===== config.mk =====
export PLATFORM = sky130hd
export DESIGN_NAME = frame_config_writer
export DESIGN_NICKNAME = d
export VERILOG_FILES = /design/src/rtl/frame_cfg_pkg.sv /design/src/rtl/frame_strobe_gen.sv /design/src/rtl/frame_config_writer.sv
export SDC_FILE = /design/constraint.sdc
export NUM_CORES = 1
export LEC_CHECK = 0
export ABC_AREA = 1
export CAP_MARGIN = 20
export CORE_MARGIN = 2
export CORE_UTILIZATION = 49
export CTS_BUF_LIST = sky130_fd_sc_hd__clkbuf_4 sky130_fd_sc_hd__clkbuf_8 sky130_fd_sc_hd__clkbuf_16
export CTS_CLUSTER_DIAMETER = 50
export CTS_CLUSTER_SIZE = 8
export DETAILED_ROUTE_END_ITERATION = 7
export PLACE_DENSITY = 0.79
export SETUP_SLACK_MARGIN = 0.1
export SLEW_MARGIN = 20
export SYNTH_ARGS = -nofsm -noshare
export SYNTH_HDL_FRONTEND = slang
export SYNTH_SLANG_ARGS = --single-unit

===== constraint.sdc =====
create_clock -name CLK -period 2 [get_ports CLK]
set_input_delay 0.4 -clock CLK [delete_from_list [all_inputs] [get_ports CLK]]
set_output_delay 0.4 -clock CLK [all_outputs]
set_load 0.05 [all_outputs]

===== src/rtl/frame_cfg_pkg.sv =====
// Shared definitions for the column configuration writer: FSM encoding, header
// field positions and the CRC-16-CCITT word update used by the optional trailer check.
package frame_cfg_pkg;

    typedef enum logic [1:0] {
        ST_IDLE   = 2'd0,
        ST_DATA   = 2'd1,
        ST_CRC    = 2'd2,
        ST_STROBE = 2'd3
    } state_t;

    localparam int HDR_MARK_BIT = 31;
    localparam int HDR_IDX_MSB  = 15;

    localparam logic [15:0] CRC16_POLY = 16'h1021;
    localparam logic [15:0] CRC16_INIT = 16'hFFFF;

    // MSB-first update over all 32 bits of one word.
    function automatic logic [15:0] crc16_word(input logic [15:0] crc_in, input logic [31:0] word);
        logic [15:0] c;
        logic        fb;
        c = crc_in;
        for (int i = 31; i >= 0; i--) begin
            fb = c[15] ^ word[i];
            c  = {c[14:0], 1'b0};
            if (fb) c = c ^ CRC16_POLY;
        end
        return c;
    endfunction

endpackage


===== src/rtl/frame_strobe_gen.sv =====
// Issues the one-hot FrameStrobe for a frame index and holds it for StrobeCycles
// cycles; done is high during the final strobe cycle.
module frame_strobe_gen
    import frame_cfg_pkg::*;
#(
    parameter int MaxFramesPerCol = 20,
    parameter int StrobeCycles    = 2
) (
    input  logic                       CLK,
    input  logic                       resetn,
    input  logic                       start,
    input  logic [HDR_IDX_MSB:0]       idx,
    output logic [MaxFramesPerCol-1:0] FrameStrobe,
    output logic                       done
);

    localparam int CNT_W = (StrobeCycles > 1) ? $clog2(StrobeCycles) : 1;

    logic [CNT_W-1:0]           r_cnt;
    logic [MaxFramesPerCol-1:0] r_strobe;
    logic [MaxFramesPerCol-1:0] w_onehot;
    logic                       w_active;

    // The index is held in decoded form: the strobe register itself.
    for (genvar gi = 0; gi < MaxFramesPerCol; gi++) begin : g_dec
        assign w_onehot[gi] = (idx == (HDR_IDX_MSB + 1)'(gi));
    end

    assign w_active    = |r_strobe;
    assign done        = w_active && (r_cnt == '0);
    assign FrameStrobe = r_strobe;

    always_ff @(posedge CLK or negedge resetn) begin
        if (!resetn) begin
            r_strobe <= '0;
            r_cnt    <= '0;
        end else if (start) begin
            r_strobe <= w_onehot;
            r_cnt    <= CNT_W'(StrobeCycles - 1);
        end else if (done) begin
            r_strobe <= '0;
        end else if (w_active) begin
            r_cnt <= r_cnt - 1'b1;
        end
    end

endmodule


===== src/rtl/frame_config_writer.sv =====
// Column configuration source: header + NumberOfRows data words -> FrameData rows
// and a one-hot FrameStrobe. Define FRAME_WRITER_CRC_EN to require a CRC-16 trailer word.
module frame_config_writer
    import frame_cfg_pkg::*;
#(
    parameter int MaxFramesPerCol = 20,
    parameter int FrameBitsPerRow = 32,
    parameter int NumberOfRows    = 4,
    parameter int StrobeCycles    = 2
) (
    input  logic                                    CLK,
    input  logic                                    resetn,
    input  logic [31:0]                             cfg_data,
    input  logic                                    cfg_valid,
    output logic                                    cfg_ready,
    output logic [NumberOfRows*FrameBitsPerRow-1:0] FrameData,
    output logic [MaxFramesPerCol-1:0]              FrameStrobe,
    output logic                                    busy,
    output logic                                    frame_err,
    output logic [15:0]                             frame_count
);

    localparam int ROW_W = (NumberOfRows > 1) ? $clog2(NumberOfRows) : 1;

    state_t               r_state;
    logic [ROW_W-1:0]     r_row;
    logic [HDR_IDX_MSB:0] r_idx;
    logic                 r_drop;
    logic                 r_err;
    logic [15:0]          r_count;

    logic                 w_accept;
    logic                 w_last_row;
    logic                 w_start;
    logic                 w_done;
    logic [HDR_IDX_MSB:0] w_hdr_idx;
    logic                 w_hdr_drop;

    assign cfg_ready   = (r_state != ST_STROBE);
    assign busy        = (r_state != ST_IDLE);
    assign frame_err   = r_err;
    assign frame_count = r_count;

    assign w_accept   = cfg_valid && cfg_ready;
    assign w_last_row = (r_row == ROW_W'(NumberOfRows - 1));
    assign w_hdr_idx  = cfg_data[HDR_IDX_MSB:0];
    assign w_hdr_drop = (w_hdr_idx >= (HDR_IDX_MSB + 1)'(MaxFramesPerCol));

`ifdef FRAME_WRITER_CRC_EN
    logic [15:0] r_crc;
    logic        w_crc_ok;

    assign w_crc_ok = (cfg_data[15:0] == r_crc);
    assign w_start  = w_accept && (r_state == ST_CRC) && w_crc_ok && !r_drop;

    // Header excluded: the running CRC restarts on every header.
    always_ff @(posedge CLK or negedge resetn) begin
        if (!resetn) begin
            r_crc <= CRC16_INIT;
        end else if (w_accept && r_state == ST_IDLE) begin
            r_crc <= CRC16_INIT;
        end else if (w_accept && r_state == ST_DATA) begin
            r_crc <= crc16_word(r_crc, cfg_data);
        end
    end
`else
    assign w_start = w_accept && (r_state == ST_DATA) && w_last_row && !r_drop;
`endif

    always_ff @(posedge CLK or negedge resetn) begin
        if (!resetn) begin
            r_state <= ST_IDLE;
            r_row   <= '0;
            r_idx   <= '0;
            r_drop  <= 1'b0;
            r_err   <= 1'b0;
            r_count <= '0;
        end else begin
            case (r_state)
                ST_IDLE: begin
                    if (w_accept && cfg_data[HDR_MARK_BIT]) begin
                        r_idx   <= w_hdr_idx;
                        r_drop  <= w_hdr_drop;
                        r_row   <= '0;
                        r_state <= ST_DATA;
                        if (w_hdr_drop) r_err <= 1'b1;
                    end
                end
                ST_DATA: begin
                    if (w_accept) begin
                        if (w_last_row) begin
                            r_row <= '0;
`ifdef FRAME_WRITER_CRC_EN
                            r_state <= ST_CRC;
`else
                            r_state <= r_drop ? ST_IDLE : ST_STROBE;
`endif
                        end else begin
                            r_row <= r_row + 1'b1;
                        end
                    end
                end
`ifdef FRAME_WRITER_CRC_EN
                ST_CRC: begin
                    if (w_accept) begin
                        if (w_crc_ok) begin
                            r_state <= r_drop ? ST_IDLE : ST_STROBE;
                        end else begin
                            r_err   <= 1'b1;
                            r_state <= ST_IDLE;
                        end
                    end
                end
`endif
                ST_STROBE: begin
                    if (w_done) begin
                        r_state <= ST_IDLE;
                        if (r_count != 16'hFFFF) r_count <= r_count + 16'd1;
                    end
                end
                default: r_state <= ST_IDLE;
            endcase
        end
    end

    // Dropped frames still land in FrameData; rows are only ever overwritten.
    for (genvar gi = 0; gi < NumberOfRows; gi++) begin : g_row
        logic [FrameBitsPerRow-1:0] r_row_data;

        always_ff @(posedge CLK or negedge resetn) begin
            if (!resetn) begin
                r_row_data <= '0;
            end else if (w_accept && r_state == ST_DATA && r_row == ROW_W'(gi)) begin
                r_row_data <= cfg_data[FrameBitsPerRow-1:0];
            end
        end

        assign FrameData[gi*FrameBitsPerRow +: FrameBitsPerRow] = r_row_data;
    end

    frame_strobe_gen #(
        .MaxFramesPerCol (MaxFramesPerCol),
        .StrobeCycles    (StrobeCycles)
    ) u_strobe (
        .CLK         (CLK),
        .resetn      (resetn),
        .start       (w_start),
        .idx         (r_idx),
        .FrameStrobe (FrameStrobe),
        .done        (w_done)
    );

endmodule


# --- Yosys cells after proc, flatten, opt, wreduce, memory -nomap -nowiden ---
# Index checks and enable logic that the tools add are counted.
op_classes:
  addsub: 3
  magnitude_cmp: 1
  eq_ne: 31
  n_mux: 15
  bitwise: 1
  n_reduce_logical: 24
ops:
  columns: ["op", "count"]
  rows:
  - ["16-bit by 4-bit equality test with 1-bit output (second input constant)", 8]
  - ["16-bit by 3-bit equality test with 1-bit output (second input constant)", 4]
  - ["16-bit by 5-bit equality test with 1-bit output (second input constant)", 4]
  - ["20-bit 2-to-1 mux", 2]
  - ["16-bit by 2-bit equality test with 1-bit output (second input constant)", 2]
  - ["20-bit OR reduction", 1]
  - ["16-bit by 1-bit adder with 16-bit output (second input constant)", 1]
  - ["16-bit by 1-bit equality test with 1-bit output (second input constant)", 1]
  - ["16-bit by 5-bit greater-or-equal comparator with 1-bit output (second input constant)", 1]
  - ["16-bit logical NOT", 1]
  - ["2-bit 2-to-1 mux", 8]
  - ["16-bit != test (second input constant)", 1]
  - ["1-bit logical AND", 9]
  - ["3-bit AND reduction", 3]
  - ["2-bit != test (second input constant)", 4]
  - ["2-bit nonzero test", 4]
  - ["2-bit equality test (second input constant)", 3]
  - ["2-bit one-hot mux with 3 select lines", 1]
  - ["2-bit by 1-bit equality test with 1-bit output (second input constant)", 2]
  - ["2-bit logical NOT", 2]
  - ["2-bit by 1-bit != test with 1-bit output (second input constant)", 2]
  - ["2-bit one-hot mux with 2 select lines", 1]
  - ["2-bit AND reduction", 2]
  - ["4-bit AND reduction", 1]
  - ["5 further kinds", 7]
totals:
  register_bits: 187
  input_bits: 35
  out_inout_bits: 167
  wordCells: 87

# --- Longest topological paths before layout ---
# Gate-level depths: netlist of the first run.
depth:
  word_depth: 7
  ltp_mapped: 10
  mapped_depth_nobuf: 9

# --- By module ---
# From an unflattened synthesis of the first run, not the netlist that was laid out.
hier_totals:
  hier_cells: 844
  area_unflattened_um2: 7727.4
modules_own_cells:
  columns: ["module", "n_inst", "cells_each", "area_each_um2", "seq_area_each_um2"]
  rows:
  - ["frame_config_writer", 1, 694, 6636.4, 4154.0]
  - ["frame_strobe_gen", 1, 150, 1091.0, 525.5]

# --- Least setup slack after synthesis of the first run ---
# No wires, ideal clock.
synth_timing:
  path_kind: "register -> register"
  start: "register r_count[0], in the netlist frame_count[0]"
  end: "register r_count[14], in the netlist frame_count[14]"
  setup_time_ns: 0.066
  arrival_ns: 1.862
  required_time_ns: 1.934
  path_slack_ns: 0.072
  path_stages_with_launch: 11
  path_buffers: 1
  period_less_slack_ns: 1.928
  cell_sequence: "dfrtp_1 > ha_1 > inv_1 > nor2_4 > nand2_2 > nor2_4 > nor2_4 > nand3_4 > buf_6 > nand2_1 > nand2_1"
synth_between:
  elab_chain_len: 2
  word_cells_on_any_way: 3
  cone_classes: "1 x add/sub; 1 x eq/ne; 1 x reduce/logical"
synth_rtl:
  columns: ["item", "line_no", "rtl"]
  rows:
  - ["from (decl)", "frame_config_writer.sv:30", "logic [15:0] r_count;"]
  - ["from (signal assigned)", "frame_config_writer.sv:118", "if (r_count != 16'hFFFF) r_count <= r_count + 16'd1;"]
  - ["branches (longest 2 deep; another with 16-bit by 1-bit adder with 16-bit output)", null, null]
# Several ways; the timed one is not identified.
# A chain may end at the register's enable or synchronous reset.

# --- Worst setup path after layout of the first run ---
layout_timing:
  start: "register r_count[11], in the netlist frame_count[11]"
  end: "output frame_count[11]"
layout_rtl:
  columns: ["item", "line_no", "rtl"]
  rows:
  - ["to (decl)", "frame_config_writer.sv:20", "output logic [15:0] frame_count"]
# No word-level cell between the ends.

==> summary.md, run 1 <==
| Metric | Value |
|---|---|
| Most common cell in the netlist | nand2_1 |
| CP Cell Sequence | dlygate4sd2_1 |
| Fin. max-slew vios | 0 |
| Leakage power figure | 5.63 nW |
| First-pass GRT wire length | 32700 µm |
| Top post-synthesis cells by count | nand2_1 (253), dfrtp_1 (187), o21ai_0 (157) |
| Ys async rst share | 1.00 |
| Synthesized area | 7570 µm² |
| Worst Hold Class | in2async |
| Global placement routability congestion | 0.885 |
| Dpl cells | 1206 |
| Cell taking the most area after synthesis | dfrtp_1 |
| Fmax | 552 MHz |
| Avg Synthesized Cell Area | 9.19 µm² |
| Core Region | 15100 µm² |
| Iteration-0 DRC Markers | 300 |
| CTS HTree Levels | 4 |
| Synth Flop Type | dfrtp_1 |
| Final Skew | 0.0171 ns |
| Largest net degree at the start of global routing | 65 |
| Vias | 6332 |
| Layout cells sized above 1 | 0.104 |
| Vias in the first global route | 6246 |
| Number of cells in the finished layout apart from fillers | 1238 |
| Final min period | 1.81 ns |
| Area growth from synthesis to layout | 36.0% |
| Crit share post-route | 0.907 |
| Reg clk slew, reported paths | 0.06 ns |
| Root buffer cell | clkbuf_16 |
| Worst Path Max Fanout | 5 |
| Clk sinks | 187 |
| DP HPWL | 13900 µm |
| Cells after synthesis | 824 |
| YS warnings | 0 |
| CP top delay family | buffers and inverters |
| Register area share after synthesis | 0.618 |
| Initial Util | 0.500 |
| Setup CP Type | reg2out |
| Slew HR | 0.628 |
| Post-synth EDFFs | 0 |
| CP peak stage delay | 0.55 ns |
| Status | finished clean |
| CP max stage cell | dlygate4sd2_1 |
| Final Power | 0.00735 W |
| TritonCTS clock tree | built |
| Number of fill cells in the layout | 1249 |
| Hold Fails Final Rpt | 0 |
| RSZ-0062 raised after global routing | no |
| CP startpoint kind | flip-flop |
| Setup ws final | 0.187 ns |
| Power per cell area | 714 nW/µm² |
| Synth Register Bits | 187 |
| Clock latency at the later pin of the worst-skew pair | 0.43 ns |
| Gr ovfl total | 0 |
| Number of I/O pins | 202 |
| Post-place setup slack | 0.0672 ns |
| # setup viols final | 0 |
| Syn_nets | 864 |
| Yosys cell types | 23 |
| Worst Tran Pin Value | 0.561 ns |
| Setup_tns | 0 ns |
| Post-CTS Setup Bufs | 0 |
| Post-route ant nets | 0 |
| GRT Util Overall | 0.254 |
| Max cap viols | 0 |
| Final #Nets | 1078 |
| Crit. End Element | output port |
| CP required | 1.60 ns |
| Routed wire length | 19700 µm |
| Data arrival, critical path | 1.41 ns |
| Antenna diode count | 0 |
| Maximum vdd ir drop | 0.547 mV |
| Die ar. | 16500 µm² |
| Die height | 128 µm |
| Row cnt | 45 |
| Drt pass-1 iters | 5 |
| Worst path buffer plus inverter count | 1 |
| Area share of the largest cell type after synthesis | 0.618 |
| TritonCTS Buffers | 17 |
| Die width | 128 µm |
| Synth top area cells | dfrtp_1 (62%), nand2_1 (13%), o21ai_0 (10%), inv_1 (2.9%), nand3_1 (2.5%) |
| Clk buf depth | 2 |
| Avg Vias per Cell | 5.11 |
| PortBufs | 201 |
| Routed len/inst | 15.9 µm |
| Initial antenna violation count | 0 |
| Drt drc | 0 |
-- cells in the final DEF (no fill, tap or decap), drive strengths merged --
master / instances
clkinv: 6
clkinvlp: 1
nand4: 14
nand3: 40
nor2: 47
inv: 61
bufinv: 2
buf: 57
nand2: 260
o21ai: 157
nor3: 5
nand3b: 3
clkdlybuf4s50: 33
ha: 5
xnor2: 4
a21oi: 2
dlygate4sd2: 137
dfrtp: 187
xor2: 5
and2: 1
dlygate4sd3: 1
clkbuf: 21
o211ai: 1
-- through the flow --
stage	cell area [µm²]	hold slack [ns]	util
6_report	10300	0.470	0.680
4_1_cts	10300	0.471	0.680
3_5_place_dp	9870	0.348	0.652
2_1_floorplan	7570	0.104	-
3_3_place_gp	9870	0.350	0.652
5_1_grt	10300	0.496	0.680
-- sequential cells by signal (all words and copies together), names as in the netlist --
| register | cells |
|---|---|
| u_strobe.r_cnt | 1 |
| r_row | 2 |
| g_row.r_row_data | 128 |
| frame_err | 1 |
| frame_count | 16 |
| r_idx | 16 |
| r_state | 2 |
| u_strobe.FrameStrobe | 20 |
| r_drop | 1 |
-- power by group --
part           internal (W)  leakage, nW  switching (W)
clock               0.00193        0.294        0.00140
combinational     0.0000904         2.75       0.000141
sequential          0.00378         2.58     0.00000170
-- final cells by class --
cell class                      instances  area [µm²]  area share
Clock buffer                           20         467      0.0453
Tap cell                              188         235      0.0228
Clock inverter                         11         118      0.0114
Multi-Input combinational cell        544        2530       0.246
Sequential cell                       187        4680       0.455
Inverter                               59         221      0.0215
Timing Repair Buffer                  229        2040       0.199
-- cell families after synthesis --
| group | share of synthesized area |
|---|---|
| AND/OR/NAND/NOR | 0.209 |
| flip-flops | 0.618 |
| adder cells (fa/ha/maj) | 0.00826 |
| AO/OA/AOI/OAI | 0.106 |
| buffers and inverters | 0.0481 |
| XOR/XNOR | 0.0104 |
-- worst paths after layout --
kind                                               from                      end  slack (ns)  cells past startpoint
worst max-delay path                    frame_count[11]          frame_count[11]        0.19                      1
worst min-delay path                             resetn   g_row[0].r_row_data[7]        0.47                      2
worst max register to register           frame_count[0]           frame_count[8]        0.34                      9
worst min register to register  g_row[1].r_row_data[28]  g_row[1].r_row_data[28]        0.48                      2
max in group asynchronous                        resetn  g_row[1].r_row_data[18]        0.88                      3
min in group CLK                g_row[1].r_row_data[28]  g_row[1].r_row_data[28]        0.48                      2
-- what timing repair did --
action / CTS / global route
hold buffers: 1 / 0
setup endpoints to repair: 137 / 4
resized for setup: 137 / 1
hold endpoints to repair: 36 / 0
-- routing by layer --
layer  vias to the layer above  global-route usage  wire length [µm]
li1                       3084                   -                 -
met1                      3022               0.334              8350
met2                       197               0.386              9030
met3                        29              0.0947              1780
met4                         0              0.0989               491
met5                         -                   0                 0
(Power assumes the default switching activity.)
==> run 2: changes to the inputs <==
Settings changed: CAP_MARGIN 20 to unset, CTS_CLUSTER_SIZE 8 to unset.
==> results of run 2 <==
Final layout, timing and power as in run 1 (identical DEF).
==> run 3: changes to the inputs <==
Settings changed: GPL_TIMING_DRIVEN set to 0.
==> summary.md, run 3 (same netlist as run 1, synthesis figures left out) <==
| Metric | Value |
|---|---|
| Status | finished clean |
| CP required | 1.60 ns (about the same) |
| Max cap viols | 0 (unchanged) |
| Final Skew | 0.00752 ns (-0.00963 ns) |
| DP HPWL | 15000 µm (+7.8%) |
| Clock latency at the later pin of the worst-skew pair | 0.43 ns (about the same) |
| Core Region | 15100 µm² (unchanged) |
| Register Area | 4680 µm² (unchanged) |
| # setup viols final | 0 (unchanged) |
| Area growth from synthesis to layout | 36.5% |
| Reg clk slew, reported paths | 0.07 ns (about the same) |
| Drt pass-1 iters | 5 (unchanged) |
| Initial Util | 0.500 (unchanged) |
| Global placement routability congestion | 0.866 (-2.1%) |
| Initial antenna violation count | 0 (unchanged) |
| Routed len/inst | 17.1 µm (+7.4%) |
| Clk sinks | 187 (unchanged) |
| Die width | 128 µm (unchanged) |
| TritonCTS Buffers | 17 (unchanged) |
| Worst Hold Class | in2async |
| Reg-to-reg startpoint | frame_count[0] |
| Most frequent cells in the layout | nand2_1 (253), dfrtp_1 (185), dlygate4sd2_1 (163) |
| Number of I/O pins | 202 (unchanged) |
| R2R Path End | frame_count[8] |
| Fin. max-slew vios | 0 (unchanged) |
| CTS HTree Levels | 4 (unchanged) |
| Largest net degree at the start of global routing | 82 (+26%) |
| Setup CP Type | reg2out |
| Routed wire length | 21300 µm (+8.4%) |
| GRT Util Overall | 0.270 (+0.0161) |
| Vias | 6576 (+3.9%) |
| Root buffer cell | clkbuf_16 |
| Fmax | 543 MHz (-1.5%) |
| CP max stage cell | dlygate4sd2_1 |
| Crit share post-route | 0.921 (+0.0141) |
| Setup ws final | 0.159 ns (-0.0281 ns) |
| R2r setup slk | 0.27 ns (-0.07 ns) |
| Placement Cell Area | 9880 µm² (about the same) |
| PortBufs | 201 (unchanged) |
| Number of fill cells in the layout | 1252 (+0.24%) |
| Post-route cell area | 10300 µm² (+0.35%) |
| Data arrival, critical path | 1.44 ns (+0.03 ns) |
| Vias in the first global route | 6410 (+2.6%) |
| CP Cell Sequence | dlygate4sd2_1 |
| TritonCTS clock tree | built |
| Iteration-0 DRC Markers | 466 (+55%) |
| Slew HR | 0.597 (-0.0311) |
| Gr ovfl total | 0 (unchanged) |
| CP top delay family | buffers and inverters |
| Worst Path Max Fanout | 6 (+1) |
| Worst path buffer plus inverter count | 1 (unchanged) |
| Post-place setup slack | -0.101 ns (-0.168 ns) |
| Row cnt | 45 (unchanged) |
| FF-to-FF path depth | 10 (+1) |
| Die height | 128 µm (unchanged) |
| Commonest non-fill, non-tap cell in the layout | nand2_1 |
| CP startpoint kind | flip-flop |
| Multi-input gate area | 2530 µm² (unchanged) |
| Final #Nets | 1089 (+1.0%) |
| Dpl cells | 1215 (+0.75%) |
| Antenna diode count | 0 (unchanged) |
| Worst Tran Pin Value | 0.607 ns (+0.0468 ns) |
| Crit. End Element | output port |
| Avg Vias per Cell | 5.26 (+2.9%) |
| Maximum vdd ir drop | 0.535 mV (-2.2%) |
| Drt drc | 0 (unchanged) |
| Number of cells in the finished layout apart from fillers | 1250 (+0.97%) |
| Clk buf depth | 2 (unchanged) |
| Final min period | 1.84 ns (+0.0281 ns) |
| First-pass GRT wire length | 34000 µm (+4.2%) |
| Power per cell area | 741 nW/µm² (+3.7%) |
| Die ar. | 16500 µm² (unchanged) |
| CP Depth | 1 (unchanged) |
| Largest Register | g_row.r_row_data |
| Final Core Density | 0.682 (+0.00240) |
| Hold Fails Final Rpt | 0 (unchanged) |
| Largest register FFs | 128 (unchanged) |
| RSZ-0062 raised after global routing | no |
| Layout cells sized above 1 | 0.0621 (-0.0417) |
| Setup_tns | 0 ns (unchanged) |
| Post-route ant nets | 0 (unchanged) |
| Leakage power figure | 5.65 nW (+0.40%) |
| CP peak stage delay | 0.56 ns (about the same) |
run 3: layout make-up:
| class | instances | share of cell area |
|---|---|---|
| plain buffers | 34 | 0.0138 |
| clock buffers | 20 | 0.0439 |
| clock inverters | 12 | 0.0179 |
| inverters | 59 | 0.0214 |
| multi-input cells | 544 | 0.245 |
| flip-flops and latches | 187 | 0.453 |
| well taps | 188 | 0.0228 |
| repair buffers | 206 | 0.182 |
run 3: worst max-delay path by stage:
stage / startpoint / endpoint / slack, ns
2_1_floorplan: frame_count[0] / frame_count[14] / 0.21
3_3_place_gp: resetn / frame_count[0] / -7.85
3_5_place_dp: cfg_valid / g_row[2].r_row_data[16] / -0.10
4_1_cts: r_state[0] / cfg_ready / 0.11
5_1_grt: frame_count[4] / frame_count[4] / 0.12
6_report: frame_count[2] / frame_count[2] / 0.16
run 3: stage by stage:
step           hold slack [ns]  power (W)
6_report                 0.431    0.00765
4_1_cts                  0.434    0.00770
3_3_place_gp             0.465    0.00406
3_5_place_dp             0.283    0.00408
2_1_floorplan            0.104    0.00390
5_1_grt                  0.450    0.00787
run 3: per-layer routing:
metal | global-route usage | up-vias | wire length [µm] | share of wire
li1 | - | 3105 | - | -
met1 | 0.344 | 3208 | 8610 | 0.40
met2 | 0.431 | 235 | 10300 | 0.48
met3 | 0.111 | 28 | 2090 | 0.098
met4 | 0.0711 | 0 | 346 | 0.016
met5 | 0 | - | 0 | 0
run 3: what timing repair did:
item,in CTS,in global routing
setup buffers,0,2
gates resized for setup,171,7
hold endpoints to repair,30,0
gates cloned,0,0
hold buffers,1,0
endpoints found under the setup margin,167,19
pin swaps,0,1
run 3: power by group:
part	internal [W]	total, W	switching (W)	leakage (nW)
Sequential	0.00378	0.00378	0.00000162	2.58
Combinational	0.0000803	0.000219	0.000138	2.75
Clock	0.00218	0.00365	0.00148	0.318
Total	0.00604	0.00765	0.00162	5.65
run 3: worst register-to-register path: stages, from the launching register on:
cell	delay [ns]
dfrtp_2	0.44
ha_1	0.28
inv_1	0.12
nor2_4	0.06
nand2_2	0.10
nor2_4	0.05
nor2_4	0.16
nand3_4	0.13
buf_6	0.17
nand2_1	0.06
nand2_1	0.05
